==> src/rtl/bram_portb_arbiter.sv <==
// Round-robin arbiter sharing BRAM port B between m0 (CPU LSU) and m1 (DMA/debug).
// Decodes byte/half/word accesses into word address + lane enables and returns rdata one cycle later.
module bram_portb_arbiter #(
  parameter int ADDR_WIDTH = 15,
  parameter int DATA_WIDTH = 32
) (
  input  logic                  clk,
  input  logic                  rst,
  input  logic                  m0_req,
  input  logic                  m0_we,
  input  logic [ADDR_WIDTH-1:0] m0_addr,
  input  logic [1:0]            m0_size,
  input  logic [DATA_WIDTH-1:0] m0_wdata,
  output logic                  m0_gnt,
  output logic                  m0_rsp_valid,
  output logic                  m0_rsp_err,
  output logic [DATA_WIDTH-1:0] m0_rdata,
  input  logic                  m1_req,
  input  logic                  m1_we,
  input  logic [ADDR_WIDTH-1:0] m1_addr,
  input  logic [1:0]            m1_size,
  input  logic [DATA_WIDTH-1:0] m1_wdata,
  output logic                  m1_gnt,
  output logic                  m1_rsp_valid,
  output logic                  m1_rsp_err,
  output logic [DATA_WIDTH-1:0] m1_rdata,
  output logic                  enb,
  output logic [3:0]            web,
  output logic [ADDR_WIDTH-1:0] addrb,
  output logic [DATA_WIDTH-1:0] dinb,
  input  logic [DATA_WIDTH-1:0] doutb
);

  logic                  last_q, last_d;
  logic                  gnt0, gnt1, any_gnt;
  logic                  sel_we;
  logic [ADDR_WIDTH-1:0] sel_addr;
  logic [1:0]            sel_size;
  logic [1:0]            sel_off;
  logic [DATA_WIDTH-1:0] sel_wdata;
  logic                  legal;
  logic [3:0]            base_mask;
  logic [DATA_WIDTH-1:0] lane_data;

  logic                  rsp_valid_q, rsp_valid_d;
  logic                  rsp_owner_q, rsp_owner_d;
  logic                  rsp_we_q, rsp_we_d;
  logic [1:0]            rsp_off_q, rsp_off_d;
  logic [1:0]            rsp_size_q, rsp_size_d;
  logic                  rsp_err_q, rsp_err_d;
  logic [DATA_WIDTH-1:0] shifted;
  logic [DATA_WIDTH-1:0] rd_word;
  logic                  rsp_active;

  // last_q = 1 means m1 was granted most recently, so m0 wins a tie.
  always_comb begin
    gnt0 = 1'b0;
    gnt1 = 1'b0;
    if (!rst) begin
      gnt0 = m0_req && (!m1_req || last_q);
      gnt1 = m1_req && (!m0_req || !last_q);
    end
    any_gnt = gnt0 || gnt1;
    last_d  = last_q;
    if (gnt0) begin
      last_d = 1'b0;
    end else if (gnt1) begin
      last_d = 1'b1;
    end
  end

  assign m0_gnt = gnt0;
  assign m1_gnt = gnt1;

  always_comb begin
    sel_we    = gnt1 ? m1_we    : m0_we;
    sel_addr  = gnt1 ? m1_addr  : m0_addr;
    sel_size  = gnt1 ? m1_size  : m0_size;
    sel_wdata = gnt1 ? m1_wdata : m0_wdata;
    sel_off   = sel_addr[1:0];
  end

  always_comb begin
    legal     = 1'b0;
    base_mask = 4'b1111;
    case (sel_size)
      2'd0: begin
        legal     = 1'b1;
        base_mask = 4'b0001;
      end
      2'd1: begin
        legal     = !sel_off[0];
        base_mask = 4'b0011;
      end
      2'd2: legal = (sel_off == 2'd0);
      default: legal = 1'b0;
    endcase
  end

  // Replicate narrow write data across all lanes so the lane enables alone select the target bytes.
  for (genvar gi = 0; gi < 4; gi++) begin : g_lane
    assign lane_data[gi*8 +: 8] = (sel_size == 2'd0) ? sel_wdata[7:0] :
                                  (sel_size == 2'd1) ? sel_wdata[(gi % 2)*8 +: 8] :
                                                       sel_wdata[gi*8 +: 8];
  end

  always_comb begin
    enb   = 1'b0;
    web   = 4'b0000;
    addrb = '0;
    dinb  = '0;
    if (any_gnt) begin
      addrb = {sel_addr[ADDR_WIDTH-1:2], 2'b00};
      dinb  = lane_data;
      if (legal) begin
        enb = 1'b1;
        if (sel_we) begin
          web = base_mask << sel_off;
        end
      end
    end
  end

  always_comb begin
    rsp_valid_d = any_gnt;
    rsp_owner_d = gnt1;
    rsp_we_d    = sel_we;
    rsp_off_d   = sel_off;
    rsp_size_d  = sel_size;
    rsp_err_d   = !legal;
  end

  always_ff @(posedge clk) begin
    if (rst) begin
      last_q      <= 1'b1;
      rsp_valid_q <= 1'b0;
      rsp_owner_q <= 1'b0;
      rsp_we_q    <= 1'b0;
      rsp_off_q   <= 2'd0;
      rsp_size_q  <= 2'd0;
      rsp_err_q   <= 1'b0;
    end else begin
      last_q      <= last_d;
      rsp_valid_q <= rsp_valid_d;
      rsp_owner_q <= rsp_owner_d;
      rsp_we_q    <= rsp_we_d;
      rsp_off_q   <= rsp_off_d;
      rsp_size_q  <= rsp_size_d;
      rsp_err_q   <= rsp_err_d;
    end
  end

  // Responses are suppressed while rst is held so a grant just before reset never returns.
  always_comb begin
    shifted = doutb >> {rsp_off_q, 3'b000};
    case (rsp_size_q)
      2'd0:    rd_word = DATA_WIDTH'(shifted[7:0]);
      2'd1:    rd_word = DATA_WIDTH'(shifted[15:0]);
      default: rd_word = shifted;
    endcase
    if (rsp_we_q || rsp_err_q) begin
      rd_word = '0;
    end
    rsp_active = rsp_valid_q && !rst;
  end

  always_comb begin
    m0_rsp_valid = rsp_active && !rsp_owner_q;
    m0_rsp_err   = rsp_active && !rsp_owner_q && rsp_err_q;
    m0_rdata     = (rsp_active && !rsp_owner_q) ? rd_word : '0;
    m1_rsp_valid = rsp_active && rsp_owner_q;
    m1_rsp_err   = rsp_active && rsp_owner_q && rsp_err_q;
    m1_rdata     = (rsp_active && rsp_owner_q) ? rd_word : '0;
  end

endmodule

==> config.mk <==
export PLATFORM = sky130hd
export DESIGN_NAME = bram_portb_arbiter
export DESIGN_NICKNAME = d
export VERILOG_FILES = /design/src/rtl/bram_portb_arbiter.sv
export SDC_FILE = /design/constraint.sdc
export NUM_CORES = 1
export LEC_CHECK = 0
export CAP_MARGIN = 20
export CORE_AREA = 2 2 99 101
export CTS_CLUSTER_DIAMETER = 40
export DETAILED_ROUTE_END_ITERATION = 10
export DIE_AREA = 0 0 101 103
export GPL_TIMING_DRIVEN = 0
export PLACE_DENSITY = 0.8
export SYNTH_ARGS = -nofsm -noshare
export SYNTH_HDL_FRONTEND = slang
export SYNTH_SLANG_ARGS = --single-unit
==> constraint.sdc <==
create_clock -name clk -period 5.4 [get_ports clk]
set_clock_uncertainty 0.2 [all_clocks]
set_input_delay 0.81 -clock clk [delete_from_list [all_inputs] [get_ports clk]]
set_output_delay 0.81 -clock clk [all_outputs]
set_load 0.02 [all_outputs]
# --- Word level (Yosys, flattened, before mapping) ---
# Index checks and enable logic that the tools add are counted.
totals:
  register_bits: 9
op_classes:
  shifts: 2
  reduce_logical: 22
  muxes: 26
  n_eq_ne: 3
op_table:
  columns: ["op", "count"]
  rows:
  - ["32-bit 2-to-1 mux", 5]
  - ["32-bit case mux with 2 select lines", 1]
  - ["8-bit 2-to-1 mux", 5]
  - ["32-bit by 5-bit >> shifter with 32-bit output", 1]
  - ["15-bit 2-to-1 mux", 2]
  - ["4-bit 2-to-1 mux", 3]
  - ["4-bit case mux with 2 select lines", 1]
  - ["1-bit logical AND", 7]
  - ["1-bit logical NOT", 7]
  - ["1-bit 2-to-1 mux", 7]
  - ["2-bit logical NOT", 3]
  - ["2-bit by 1-bit == test with 1-bit output (second input constant)", 2]
  - ["1-bit logical OR", 4]
  - ["4-bit by 2-bit << shifter with 4-bit output", 1]
  - ["1-bit case mux with 3 select lines", 1]
  - ["2-bit == test (second input constant)", 1]
  - ["2-bit 2-to-1 mux", 1]
  - ["2-bit nonzero test", 1]

# --- Depth between registers and ports, before layout ---
depth:
  depth_word: 11
  depth_mapped: 8
  mapped_depth_nobuf: 5

# --- Worst setup path before layout ---
# No wires, ideal clock.
synth_timing:
  path_type: "input -> output"
  start: "in m1_req"
  end: "out dinb[17]"
  t_arrival_ps: 2530
  cell_stages: 7
  setup_slack_ps: 1860
  required_ps: 4390
  path_cell_list: "nor2b_4 > nand2_4 > inv_4 > buf_6 > buf_4 > nor3b_1 > a2111oi_0"
synth_between:
  elab_chain_len: 7
  elab_cells_between_ends: 14
  classes_between: "1 x eq/ne; 7 x mux; 6 x reduce/logical"
synth_lines:
  columns: ["element", "line", "source"]
  rows:
  - ["start, declared", "18", "input logic m1_req,"]
  - ["1-bit logical AND", "61", "gnt1 = m1_req && (!m0_req || !last_q);"]
  - ["1-bit 2-to-1 mux", "59", "if (!rst) begin"]
  - ["2-bit 2-to-1 mux", "78", "sel_size = gnt1 ? m1_size : m0_size;"]
  - ["2-bit by 1-bit == test with 1-bit output", "103", "(sel_size == 2'd1) ? sel_wdata[(gi % 2)*8 +: 8] :"]
  - ["8-bit 2-to-1 mux", "103", null]
  - ["8-bit 2-to-1 mux", "102", "assign lane_data[gi*8 +: 8] = (sel_size == 2'd0) ? sel_wdata[7:0] :"]
  - ["32-bit 2-to-1 mux (*)", "112", "if (any_gnt) begin"]
  - ["end, declared", "30", "output logic [DATA_WIDTH-1:0] dinb,"]
# Every way passes the cells marked *; elsewhere a longest branch is shown, timed or not.

# --- Worst setup path after layout ---
layout_timing:
  start: "in m0_req"
  end: "out dinb[16]"
layout_between:
  elab_chain_len: 9
  elab_cells_between_ends: 14
  classes_between: "1 x eq/ne; 7 x mux; 6 x reduce/logical"
layout_lines:
  columns: ["element", "line", "source"]
  rows:
  - ["start, declared", "9", "input logic m0_req,"]
  - ["1-bit logical NOT", "61", null]
  - ["1-bit logical OR", "61", null]
  - ["1-bit logical AND", "61", null]
  - ["1-bit 2-to-1 mux", "59", null]
  - ["2-bit 2-to-1 mux", "78", null]
  - ["2-bit by 1-bit == test with 1-bit output", "103", null]
  - ["8-bit 2-to-1 mux", "103", null]
  - ["8-bit 2-to-1 mux", "102", null]
  - ["32-bit 2-to-1 mux (*)", "112", null]
# Marks and branches as above.

==> summary.txt <==
Setup path
  – CP endpoint: dinb[16]
  – R2R Path End: rsp_size_q[1]
  – Cell depth of the worst setup path: 7
  – Worst setup path start: m0_req
  – Worst reg2reg path startpoint: last_q
  – Worst R2R Setup Slack: 3.52 ns
  – CP cell instances: clkdlybuf4s50_1, nand2_1, nand2_4, clkbuf_1, nor3b_1, a2111oi_0, clkdlybuf4s50_1
  – CP max-delay cell: clkdlybuf4s50_1
  – Critical path endpoint category: output pin
  – CP dominant cell by count: clkdlybuf4s50_1
  – Worst-path fanout max: 10
  – Crit path required time: 4.39 ns
  – R2r worst-path depth: 5
  – Delay-heaviest family, CP: buffers and inverters
  – Setup CP Type: in -> out
  – Critical path arrival: 3.46 ns
  – Crit path buf inv count: 3
  – CP max stage delay: 0.74 ns
  – CP Launch Type: input port

STA
  – F_max: 224 MHz
  – Setup-failing EPs final: 0
  – Post-route clock period utilization: 0.827
  – Final WS setup: 0.933 ns
  – Pins over their slew limit: 0
  – Relative slew slack: 0.476
  – Slew @ Worst Pin: 0.783 ns
  – Sum Neg Setup Slack: 0 ns
  – Final Hold Viols: 0
  – Unrepaired setup endpoints after global routing: no
  – Crit path time final: 4.47 ns

CTS
  – Root buf cell: clkbuf_8
  – Clock Path Buffers: 2
  – # Post-CTS Setup Buffers: 0
  – Clk_lat worst skew: 0.22 ns
  – CTS tree: yes
  – Sink Count: 9
  – TritonCTS buffer count: 3
  – CTS clk-pin slew, worst paths: 0.04 ns
  – Resize count post-CTS: 0
  – H-tree levels: 1
  – Cts hold-fix bufs: 0

Synthesis
  – Seq/Total Area, Yosys: 0.0657
  – Synthesized area: 2740 sq um
  – Syn avg cell area: 6.53 sq um
  – Post-synth ARST share: 0
  – Ys flop type: dfxtp_1
  – Yosys reg bits: 9
  – Synth top area share: 0.128
  – Syn Inst Count: 420
  – Synth cell types: 45
  – Area contributors post-synth: mux2i_1, nor2_1, nor3b_1
  – Synth warn: 0
  – EDFF count, synth: 0
  – Synth area leader: mux2i_1

Placement
  – DP Wirelength: 12.5 mm
  – Dpl ws: 0.998 ns
  – Placed cells: 783
  – Routability cong.: 0.952
  – DP Area: 5370 sq um
  – IO buf count: 248

Final layout
  – P&R area growth vs syn: 97.4%
  – Post-Layout Cell Count: 787
  – Fillers: 901
  – Fin area: 5420 sq um
  – Nets: 810
  – Reg area: 180 sq um
  – Share of layout cells above drive strength 1: 0.0921
  – Footprint of the multi-input gates: 2330 sq um
  – Antenna diodes: 0
  – Layout Utilization: 0.573

Global routing
  – First-pass GRT wire length: 22.3 mm
  – Largest net degree at the start of global routing: 11
  – Overflow after GRT: 0
  – Antenna violations before repair: 0
  – Total global-route track usage: 0.273
  – Vias in the first global route: 4284

Route
  – # DRC: 0
  – DRT antenna net count: 0
  – Via-to-Cell Ratio: 5.48
  – Drt first pass iters: 7
  – Detailed Route WL: 15.2 mm
  – Via count: 4309
  – WL/cell: 19.3 um
  – Initial DRC count: 200

Power and ir drop
  – Leak: 0.00194 uW
  – Peak VDD IR: 68.2 uV
  – PwrDens: 105 nW/um^2

Floorplanning
  – Die H: 103 um
  – Core Region: 9460 sq um
  – I/O pins: 258
  – Row cnt: 36
  – Die ar.: 10400 sq um
  – Width of the die: 101 um
  – Effective utilization at floorplan: 0.290

Hold path
  – Worst hold-check path type: reg -> reg

Outcome
  – Status: finished, final reports clean

Job
  – Max-cap violation count: 0
-- cell type report --
type                       count  share of cell area
timing repair buffer         248               0.458
multi-input combinational    363               0.430
buffer                        43              0.0393
sequential                     9              0.0333
tap                          114              0.0263
clock buffer                   4             0.00831
inverter                       6             0.00462
-- cell usage after synthesis, drive strengths merged (2+ instances only) --
| cell | count |
|---|---|
| nor3 | 18 |
| nor4b | 2 |
| nor2b | 5 |
| and2 | 18 |
| mux2i | 35 |
| o21a | 2 |
| nand2 | 49 |
| o21ai | 22 |
| inv | 6 |
| xor2 | 2 |
| a311oi | 2 |
| dfxtp | 9 |
| nand3 | 10 |
| nor3b | 35 |
| a211oi | 2 |
| mux2 | 17 |
| a2111oi | 26 |
| buf | 28 |
| clkbuf | 15 |
| a21oi | 30 |
| a31oi | 2 |
| nor2 | 73 |
| nand3b | 2 |
-- cell usage in the layout (no fill, tap or decap), types with 3 or more instances in the layout --
cell,count
clkdlybuf4s50_1,248
nor2_1,73
nand2_1,48
mux2i_1,35
nor3b_1,33
a21oi_1,30
o21ai_0,22
buf_2,18
nor3_1,18
and2_1,18
mux2_2,16
clkbuf_1,14
nand3_1,10
a2111oi_2,10
dfxtp_1,9
a2111oi_0,8
a2111oi_1,8
buf_4,5
inv_1,5
nor2b_1,4
buf_1,4
clkbuf_8,3
-- kinds of logic (layout without fill, tap and decap cells) --
group                     after synthesis  count (layout)  synth area share
and+or+nand+nor                       216             216             0.401
AOI/OAI and AO/OA                      91              91             0.240
muxes                                  52              52             0.199
buffers and inverters                  49             301            0.0866
DFF                                     9               9            0.0657
xor gates and xnor gates                2               2           0.00639
other                                   1               2           0.00137
-- report_power, final --
part	internal, uW	switching (uW)	total (uW)
sequential	71.4	2.67	74.1
clock	51.1	22.5	73.6
combinational	210	212	422
total	332	237	570
-- worst reg2reg max path, stage by stage (launching register included) --
cell and delay (ns):
dfxtp_1 0.31, nand2_1 0.11, nand2_4 0.14, mux2i_1 0.54
buf_2 0.38, nor2_1 0.07
-- per-stage QoR --
step	hold WS (ns)	total power, uW
2_1_floorplan	0.259	276
3_5_place_dp	0.293	492
6_report	0.289	570
5_1_grt	0.333	603
3_3_place_gp	0.281	489
4_1_cts	0.302	570
-- how the worst min path moves through the flow --
stage,startpoint,end,slack (ns),cells past startpoint
after global placement,last_q,last_q,0.28,2
after floorplan,last_q,last_q,0.26,2
final,last_q,last_q,0.29,2
after global routing,last_q,last_q,0.33,2
after detailed placement,last_q,last_q,0.29,2
after CTS,last_q,last_q,0.30,2
-- sequential cells by signal (all words and copies together) (netlist names) --
register,cells
rsp_off_q,2
rsp_size_q,2
last_q,1
rsp_err_q,1
rsp_owner_q,1
rsp_valid_q,1
rsp_we_q,1
-- layer usage --
metal  track usage  part of all wire  routed length, um
met5             0                 0                  0
met4         0.125             0.045                684
met3        0.0475             0.083               1260
met2         0.519              0.51               7720
met1         0.295              0.36               5520
Power figures use the tool's default switching activity.
